File: config.mk
export PLATFORM = sky130hd
export DESIGN_NAME = writeback_arbiter
export DESIGN_NICKNAME = d
export VERILOG_FILES = /design/src/rtl/writeback_arbiter.sv
export SDC_FILE = /design/constraint.sdc
export NUM_CORES = 1
export LEC_CHECK = 0
export ABC_AREA = 1
export CORE_UTILIZATION = 44
export CTS_CLUSTER_SIZE = 28
export DETAILED_ROUTE_END_ITERATION = 6
export PLACE_DENSITY = 0.86
export RECOVER_POWER = 50
export SLEW_MARGIN = 20
export SYNTH_ARGS = -nofsm -noshare
export SYNTH_HDL_FRONTEND = slang
export SYNTH_SLANG_ARGS = --single-unit
File: constraint.sdc
create_clock -name clk -period 6.4 [get_ports clk]
set_input_delay 1.28 -clock clk [delete_from_list [all_inputs] [get_ports clk]]
set_output_delay 1.28 -clock clk [all_outputs]
set_load 0.02 [all_outputs]
File: src/rtl/writeback_arbiter.sv
// Writeback arbiter: picks one result per cycle for the register file and keeps the per-register scoreboard.
// Define WBARB_FIXED_PRIO_EN for fixed priority (lowest index wins); round-robin otherwise.
module writeback_arbiter #(
   parameter int LEN_REGNO = 4,
   parameter int LEN_REG   = 32,
   parameter int NUM_REGS  = 16,
   parameter int NUM_REQ   = 3
) (
   input  logic                         clk,
   input  logic                         rst,
   input  logic [NUM_REQ-1:0]           req_valid_i,
   input  logic [NUM_REQ*LEN_REGNO-1:0] req_regno_i,
   input  logic [NUM_REQ*LEN_REG-1:0]   req_data_i,
   output logic [NUM_REQ-1:0]           req_ready_o,
   input  logic                         issue_i,
   input  logic [LEN_REGNO-1:0]         issue_r_i,
   input  logic [LEN_REGNO-1:0]         chk_r0_i,
   input  logic [LEN_REGNO-1:0]         chk_r1_i,
   output logic                         stall_o,
   output logic                         wb_o,
   output logic [LEN_REGNO-1:0]         wb_r_o,
   output logic [LEN_REG-1:0]           result_o,
   output logic [NUM_REGS-1:0]          pending_o,
   output logic                         err_o
);

   logic [LEN_REGNO-1:0] regno_arr [NUM_REQ];
   logic [LEN_REG-1:0]   data_arr  [NUM_REQ];

   generate
      for (genvar gi = 0; gi < NUM_REQ; gi++) begin : g_unpack
         assign regno_arr[gi] = req_regno_i[gi*LEN_REGNO +: LEN_REGNO];
         assign data_arr[gi]  = req_data_i[gi*LEN_REG +: LEN_REG];
      end
   endgenerate

   logic [NUM_REQ-1:0]   grant;
   logic                 xfer;
   logic [LEN_REGNO-1:0] xfer_r;
   logic [LEN_REG-1:0]   xfer_data;

   logic                 wb_q;
   logic [LEN_REGNO-1:0] wb_r_q;
   logic [LEN_REG-1:0]   result_q;
   logic [NUM_REGS-1:0]  pending_q, pending_d;
   logic                 err_q, err_d;

`ifdef WBARB_FIXED_PRIO_EN
   always_comb begin
      logic found;
      grant = '0;
      found = 1'b0;
      for (int i = 0; i < NUM_REQ; i++) begin
         if (req_valid_i[i] && !found) begin
            grant[i] = 1'b1;
            found    = 1'b1;
         end
      end
   end
`else
   localparam int PTR_W = (NUM_REQ > 1) ? $clog2(NUM_REQ) : 1;

   logic [PTR_W-1:0] ptr_q, ptr_d;

   // Search starts at the pointer and wraps modulo NUM_REQ.
   always_comb begin
      logic found;
      int   idx;
      grant = '0;
      found = 1'b0;
      for (int k = 0; k < NUM_REQ; k++) begin
         idx = (int'(ptr_q) + k) % NUM_REQ;
         if (req_valid_i[idx] && !found) begin
            grant[idx] = 1'b1;
            found      = 1'b1;
         end
      end
   end

   always_comb begin
      ptr_d = ptr_q;
      for (int i = 0; i < NUM_REQ; i++) begin
         if (req_ready_o[i]) begin
            ptr_d = (i == NUM_REQ - 1) ? '0 : PTR_W'(i + 1);
         end
      end
   end

   always_ff @(posedge clk or posedge rst) begin
      if (rst) begin
         ptr_q <= '0;
      end else begin
         ptr_q <= ptr_d;
      end
   end
`endif

   assign req_ready_o = rst ? '0 : grant;
   assign xfer        = |req_ready_o;

   always_comb begin
      xfer_r    = '0;
      xfer_data = '0;
      for (int i = 0; i < NUM_REQ; i++) begin
         if (req_ready_o[i]) begin
            xfer_r    = regno_arr[i];
            xfer_data = data_arr[i];
         end
      end
   end

   // Issue is applied after the clear so a same-edge reservation keeps the bit set.
   always_comb begin
      pending_d = pending_q;
      if (xfer) begin
         pending_d[xfer_r] = 1'b0;
      end
      if (issue_i) begin
         pending_d[issue_r_i] = 1'b1;
      end
      err_d = err_q
            | (xfer && !pending_q[xfer_r])
            | (issue_i && pending_q[issue_r_i] && !(xfer && (xfer_r == issue_r_i)));
   end

   always_ff @(posedge clk or posedge rst) begin
      if (rst) begin
         wb_q      <= 1'b0;
         wb_r_q    <= '0;
         result_q  <= '0;
         pending_q <= '0;
         err_q     <= 1'b0;
      end else begin
         wb_q      <= xfer;
         pending_q <= pending_d;
         err_q     <= err_d;
         if (xfer) begin
            wb_r_q   <= xfer_r;
            result_q <= xfer_data;
         end
      end
   end

   assign stall_o   = pending_q[chk_r0_i] | pending_q[chk_r1_i];
   assign wb_o      = wb_q;
   assign wb_r_o    = wb_r_q;
   assign result_o  = result_q;
   assign pending_o = pending_q;
   assign err_o     = err_q;

endmodule

==> qor.tcl, run 1 <==
set qor(ctsRootBufferMaster) {sky130_fd_sc_hd__clkbuf_8}
set qor(n_antenna_cell) 0
set qor(vdd_drop_max_mv) 0.275
set qor(status) {finished, violations left}
set qor(cts_tree) {done}
set qor(drtIter0Drc) 251
set qor(clk_transition_reported_paths_ns) 0.09
set qor(synth_cells) 538
set qor(final-instance-count-excl-fill) 814
set qor(htree_num_levels) 2
set qor(die_area_mm2) 0.00890
set qor(synth_fp_nets) 668
set qor(postCtsResizedCells) 0
set qor(hold_buffers) 0
set qor(die_w_um) 94.4
set qor(hold_start) {wb_r_o[1]}
set qor(placement.io_buffers) 183
set qor(placed_cells_incl_taps) 806
set qor(critical_path.reg2reg.endpoint) {pending_o[14]}
set qor(final_worst_path_period_share_pct) 84.6
set qor(postPlaceCellArea_mm2) 0.00563
set qor(area_growth_pct) 53.3
set qor(grt_pass1_wl_mm) 21.3
set qor(grt_pass1_vias) 4496
set qor(slew_violations) 33
set qor(cts_post_setup_buffers_inserted) 0
set qor(end_kind) {output port}
set qor(detailedPlacementHpwl_mm) 10.3
set qor(hold-path-cell-count) 2
set qor(synth-xor-area-share_pct) 0
set qor(worstMarginPinSlew_ns) 1.62
set qor(synth_sequential_area_ratio_pct) 37.3
set qor(worst-endpoint-arrival_ns) 4.14
set qor(drc) 0
set qor(synth_top_cells_by_area) {sky130_fd_sc_hd__dfrtp_1 37%, sky130_fd_sc_hd__nand2_1 16%, sky130_fd_sc_hd__o21ai_0 9.6%, sky130_fd_sc_hd__nor2_1 5.6%, sky130_fd_sc_hd__a31oi_1 5.3%}
set qor(hold_viol_final) 0
set qor(crit_buf_inv) 4
set qor(cts-buffers-inserted) 5
set qor(hold_path_end) {wb_r_o[1]}
set qor(cp_slowest_cell) {sky130_fd_sc_hd__inv_1}
set qor(yosysWarningCount) 0
set qor(failed_checks) {max-capacitance violations, max-slew violations}
set qor(viasPerCell) 5.52
set qor(worst-endpoint-required_ns) 5.12
set qor(global_route_usage_sum_pct) 30.8
set qor(cts.path.max_buffers) 2
set qor(global_route.overflow_total) 0
set qor(timing.critical_path.cells) {dlygate4sd3_1, inv_1, nand2_4, inv_2, clkdlybuf4s50_1}
set qor(row_count) 33
set qor(detailroute.via_count) 4496
set qor(post_synth_mux_area_share_pct) 0
set qor(synthMostInstantiatedCell) {sky130_fd_sc_hd__nand2_1}
set qor(synth_enable_flop_cells) 0
set qor(flops_latches_synth) 56
set qor(initial_utilization_pct) 45.7
set qor(syn_area_mm2) 0.00375
set qor(hold_path_class) {reg2reg}
set qor(grt_start_max_net_pins) 38
set qor(fin_worst_skew_ns) 0.00638
set qor(depth_of_the_worst_register_to_register_path) 19
set qor(finish.net_count) 838
set qor(layout_min_cycle_time_ns) 5.42
set qor(clk_latency_ns) 0.31
set qor(crit_family) {buffers and inverters}
set qor(slew_headroom_pct) -7.94
set qor(worstPathMaxFanout) 37
set qor(largest_stage_delay_worst_path_ns) 0.97
set qor(most_frequent_cells_after_synthesis) {156 x sky130_fd_sc_hd__nand2_1, 72 x sky130_fd_sc_hd__o21ai_0, 56 x sky130_fd_sc_hd__dfrtp_1, 56 x sky130_fd_sc_hd__nor2_1, 39 x sky130_fd_sc_hd__inv_1}
set qor(clkSinkCount) 56
set qor(synthesis.area_per_instance_um2) 6.98
set qor(power.static_leakage_nw) 2.46
set qor(final_design_area_no_fill_mm2) 0.00576
set qor(yosys.cell_types.count) 41
set qor(fp.dieH_um) 94.4
set qor(detail-route-antenna-nets) 0
set qor(synth_simple_gate_area_share_pct) 30.4
set qor(final.hold.worst_slack_ns) 0.490
set qor(criticalPathCategory) {in2out}
set qor(regToRegStartpoint) {ptr_q[0]}
set qor(synth-compound-area-share_pct) 23.4
set qor(crit_path_start_kind) {primary input}
set qor(power_w) 0.00297
set qor(timing.final.setup_violations) 0
set qor(combinational_family_with_the_most_area_after_synthesis) {simple AND/OR/NAND/NOR gates}
set qor(synth-adder-area-share_pct) 1.33
set qor(max_cap_viol_count) 1
set qor(final.setup.tns_ns) 0
set qor(routedWlPerCell_um) 16.0
set qor(number_of_antenna_violations_at_the_first_check_in_global_routing) 0
set qor(detail_route.wirelength_mm) 13.0
set qor(floorplan.io_pins) 184
set qor(r2r_setup_slack_ns) 3.05
set qor(synthDominantCellAreaShare_pct) 37.3
set qor(main_flop_type_after_synthesis) {sky130_fd_sc_hd__dfrtp_1}
set qor(detail_route.first_pass.iterations) 5
set qor(unrepaired_setup_endpoints_after_global_routing) {false}
set qor(power_per_cell_area_mw_per_mm2) 515
set qor(max_freq_mhz) 185
set qor(drive_above_1_share_pct) 5.36
set qor(synth_top_cell_by_area) {sky130_fd_sc_hd__dfrtp_1}
set qor(finalWeightedCongestion) 0.925
set qor(async_reset_ff_share_pct) 100
set qor(placeableCoreArea_mm2) 0.00822
==> cells by family (layout without fill, tap and decap cells) <==
group	count (synthesis)	in the layout
simple gates	260	260
compound gates	149	149
buf+inv	69	240
flops	56	56
fa+ha+maj	4	4
==> worst max-delay path by stage <==
stage              startpoint              to  slack, ns  cells past startpoint
2_1_floorplan             rst  req_ready_o[0]       2.40                      4
3_3_place_gp   req_valid_i[1]  req_ready_o[2]       1.55                     10
3_5_place_dp   req_valid_i[1]  req_ready_o[2]       1.46                     10
4_1_cts        req_valid_i[1]  req_ready_o[2]       1.44                     10
5_1_grt                   rst  req_ready_o[2]       0.71                      5
6_report                  rst  req_ready_o[2]       0.98                      5
==> layer usage <==
layer / up-vias / track usage, % / share of wire [%]
met1: 2061 / 35.4 / 36
met2: 239 / 56.0 / 52
met3: 37 / 5.56 / 8.3
li1: 2159 / - / -
met4: 0 / 12.3 / 3.5
met5: - / 0 / 0
==> area by class of cell <==
type / count / area [um^2]
well taps: 105 / 131
inverters: 47 / 176
flip-flops and latches: 56 / 1400
clock inverters: 1 / 30.0
fillers: 669 / 2460
repair buffers: 185 / 1840
clock buffers: 7 / 96.3
multi-input cells: 413 / 2080
==> metrics by stage <==
stage               utilization, %  setup WS (ns)
finish                        70.0          0.983
global route                  70.0          0.705
CTS                           70.0           1.44
detailed placement            68.5           1.46
global placement              68.5           1.55
floorplan                        -           2.40
==> placed cells by master, fill, tap and decap left out, types with 3 or more instances in the layout <==
| master | n |
|---|---|
| sky130_fd_sc_hd__a31oi_1 | 32 |
| sky130_fd_sc_hd__nand2_1 | 156 |
| sky130_fd_sc_hd__nand4_1 | 10 |
| sky130_fd_sc_hd__a21oi_1 | 12 |
| sky130_fd_sc_hd__inv_2 | 7 |
| sky130_fd_sc_hd__o31ai_1 | 3 |
| sky130_fd_sc_hd__clkdlybuf4s50_1 | 153 |
| sky130_fd_sc_hd__o211ai_1 | 7 |
| sky130_fd_sc_hd__nand3_1 | 18 |
| sky130_fd_sc_hd__nor2_1 | 56 |
| sky130_fd_sc_hd__inv_1 | 39 |
| sky130_fd_sc_hd__dfrtp_1 | 56 |
| sky130_fd_sc_hd__nand2_2 | 4 |
| sky130_fd_sc_hd__o21ai_0 | 72 |
| sky130_fd_sc_hd__nand3_2 | 3 |
| sky130_fd_sc_hd__o21ai_1 | 4 |
| sky130_fd_sc_hd__a22oi_1 | 4 |
| sky130_fd_sc_hd__nand2_4 | 4 |
| sky130_fd_sc_hd__ha_1 | 4 |
| sky130_fd_sc_hd__clkbuf_8 | 7 |
| sky130_fd_sc_hd__dlygate4sd3_1 | 30 |
==> state kept, by name (all words and copies together), names as in the netlist <==
register   count
err_o          1
pending_o     16
ptr_q          2
result_o      32
wb_o           1
wb_r_o         4
==> worst min-delay path, cell delays in order (launching register included) <==
cell	delay [ns]
sky130_fd_sc_hd__dfrtp_1	0.35
sky130_fd_sc_hd__nand2_1	0.05
sky130_fd_sc_hd__nand2_1	0.06
==> report_power, final <==
| part | leakage [nW] | internal, W | switching (W) |
|---|---|---|---|
| Clock | 0.0645 | 0.000138 | 0.000113 |
| Combinational | 1.74 | 0.000745 | 0.00127 |
| Sequential | 0.653 | 0.000546 | 0.000156 |
| Total | 2.46 | 0.00143 | 0.00154 |
Note: power is estimated with default switching activity, not from simulation.
==> inputs of run 2 (changes only) <==
--- a/config.mk
+++ b/config.mk
@@ -6,10 +6,10 @@
 export NUM_CORES = 1
 export LEC_CHECK = 0
 export ABC_AREA = 1
-export CORE_UTILIZATION = 44
+export CORE_UTILIZATION = 37
 export CTS_CLUSTER_SIZE = 28
 export DETAILED_ROUTE_END_ITERATION = 6
-export PLACE_DENSITY = 0.86
+export PLACE_DENSITY = 0.77
 export RECOVER_POWER = 50
 export SLEW_MARGIN = 20
 export SYNTH_ARGS = -nofsm -noshare
==> constraint.sdc (replaced) <==
create_clock -name clk -period 4.3 [get_ports clk]
set_input_delay 0.86 -clock clk [delete_from_list [all_inputs] [get_ports clk]]
set_output_delay 0.86 -clock clk [all_outputs]
set_load 0.02 [all_outputs]
==> qor.tcl, run 2 (same netlist as run 1, synthesis figures left out) <==
set qor(cts_post_setup_buffers_inserted) 0
set qor(r2r_setup_slack_ns) 1.30
set qor(grt_pass1_wl_mm) 20.6
set qor(criticalPathCategory) {in2out}
set qor(clk_latency_ns) 0.30
set qor(drive_above_1_share_pct) 5.62
set qor(layout.cells.most_common) {sky130_fd_sc_hd__nand2_1}
set qor(global_route_usage_sum_pct) 25.4
set qor(clkSinkCount) 56
set qor(path_common_cell) {sky130_fd_sc_hd__o21ai_0}
set qor(timing.critical_path.cells) {clkdlybuf4s50_1, clkinv_1, o21ai_0, a21oi_1, o21ai_0, o21ai_0, o2111ai_1, clkdlybuf4s50_1}
set qor(slew_violations) 0
set qor(sw_frac_of_total_pct) 52.6
set qor(viasPerCell) 5.24
set qor(worstSetupEndpoint) {stall_o}
set qor(timing.final.setup_violations) 0
set qor(fin_worst_skew_ns) 0.0105
set qor(placement.io_buffers) 183
set qor(initial_utilization_pct) 38.2
set qor(final.setup.tns_ns) 0
set qor(max_cap_viol_count) 0
set qor(ctsRootBufferMaster) {sky130_fd_sc_hd__clkbuf_8}
set qor(finalWeightedCongestion) 0.907
set qor(depth_of_the_worst_register_to_register_path) 19
set qor(worstMarginPinSlew_ns) 0.782
set qor(detail-route-antenna-nets) 0
set qor(worstPathMaxFanout) 9
set qor(fp.dieH_um) 103
set qor(final_worst_path_period_share_pct) 91.3
set qor(power_per_cell_area_mw_per_mm2) 749
set qor(detailroute.via_count) 4432
set qor(postCtsResizedCells) 0
set qor(vdd_drop_max_mv) 0.291
set qor(htree_num_levels) 2
set qor(placeableCoreArea_mm2) 0.00982
set qor(p_switching_w) 0.00227
set qor(end_kind) {output port}
set qor(status) {completed}
set qor(grt_start_max_net_pins) 40
set qor(critical_path.startpoint) {chk_r0_i[0]}
set qor(row_count) 36
set qor(detailedPlacementHpwl_mm) 10.4
set qor(power.static_leakage_nw) 2.45
set qor(hold_path_class) {reg2reg}
set qor(area_growth_pct) 53.7
set qor(finish.net_count) 842
set qor(grt_pass1_vias) 4333
set qor(drtIter0Drc) 151
set qor(crit_path_start_kind) {primary input}
set qor(routedWlPerCell_um) 15.4
set qor(cts-buffers-inserted) 5
set qor(largest_stage_delay_worst_path_ns) 0.63
set qor(cts.path.max_buffers) 2
set qor(detail_route.wirelength_mm) 13.0
set qor(critical_path.reg2reg.endpoint) {err_o}
set qor(cts_tree) {done}
set qor(detail_route.first_pass.iterations) 5
set qor(die_w_um) 103
set qor(worst-endpoint-required_ns) 3.44
set qor(final.hold.worst_slack_ns) 0.488
set qor(fin_util_pct) 58.7
set qor(n_antenna_cell) 0
set qor(global_route.overflow_total) 0
set qor(floorplan.io_pins) 184
set qor(regToRegStartpoint) {ptr_q[0]}
set qor(clk_transition_reported_paths_ns) 0.10
set qor(slew_headroom_pct) 47.9
set qor(hold_viol_final) 0
set qor(max_freq_mhz) 255
set qor(die_area_mm2) 0.0106
set qor(power_frac_seq_pct) 24.1
set qor(most_frequent_cells_in_the_layout) {156 x sky130_fd_sc_hd__nand2_1, 153 x sky130_fd_sc_hd__clkdlybuf4s50_1, 72 x sky130_fd_sc_hd__o21ai_0}
set qor(unrepaired_setup_endpoints_after_global_routing) {false}
set qor(worst-endpoint-arrival_ns) 3.07
set qor(cp_slowest_cell) {sky130_fd_sc_hd__clkdlybuf4s50_1}
set qor(layout_min_cycle_time_ns) 3.93
set qor(p_int_w) 0.00205
set qor(number_of_antenna_violations_at_the_first_check_in_global_routing) 0
set qor(part_of_the_total_power_dissipated_in_combinational_logic_pct) 69.5
set qor(share_clk_of_total_power_pct) 6.4
set qor(hold_buffers) 0
set qor(largest_register_ffs) 32
set qor(drc) 0
-- run 2: changes by cell type in the layout (fill, tap and decap cells not counted), sizes merged --
cell	delta
buf	+4
bufinv	-1
clkbuf	-1
inv	+1
-- run 2: how the worst min path moves through the flow --
| stage | from | to | slack (ns) | cells past startpoint |
|---|---|---|---|---|
| final | wb_r_o[3] | wb_r_o[3] | 0.49 | 2 |
| after global routing | wb_r_o[3] | wb_r_o[3] | 0.51 | 2 |
| after detailed placement | wb_r_o[1] | wb_r_o[1] | 0.47 | 2 |
| after CTS | wb_r_o[3] | wb_r_o[3] | 0.50 | 2 |
| after global placement | wb_r_o[3] | wb_r_o[3] | 0.47 | 2 |
| after floorplan | ptr_q[0] | ptr_q[0] | 0.56 | 2 |
-- run 2: critical path: cells and delay by family --
family                 cells  cell delay [ns]
buffers and inverters      3             1.50
AO/OA/AOI/OAI              5             0.69
-- run 2: cell type report --
class	count	area [um^2]
Clock buffer	6	72.6
Clock inverter	1	8.76
Fill cell	952	4050
Inverter	47	176
Multi-Input combinational cell	413	2070
Sequential cell	56	1400
Tap cell	133	166
Timing Repair Buffer	189	1870
-- run 2: power by group through the flow --
stage | logic [W] | clock network (W) | registers, W
floorplan | 0.00166 | 0 | 0.00130
global placement | 0.00300 | 0 | 0.00104
detailed placement | 0.00306 | 0 | 0.00105
CTS | 0.00306 | 0.000286 | 0.00104
global route | 0.00333 | 0.000310 | 0.00107
finish | 0.00300 | 0.000279 | 0.00104
-- run 2: per-layer routing --
metal | share of wire [%] | track usage, %
met1 | 38 | 28.4
met2 | 51 | 46.2
met3 | 8.3 | 5.76
met4 | 3.1 | 10.9
met5 | 0 | 0
-- run 2: through the flow --
| step | power (W) | setup slack (ns) | cells | instance area [um^2] |
|---|---|---|---|---|
| after floorplan | 0.00296 | 1.14 | 538 | 3750 |
| after global placement | 0.00404 | 0.434 | 838 | 5690 |
| after detailed placement | 0.00411 | 0.373 | 838 | 5690 |
| after CTS | 0.00439 | 0.365 | 845 | 5770 |
| after global routing | 0.00471 | 0.116 | 845 | 5770 |
| final | 0.00432 | 0.374 | 845 | 5770 |
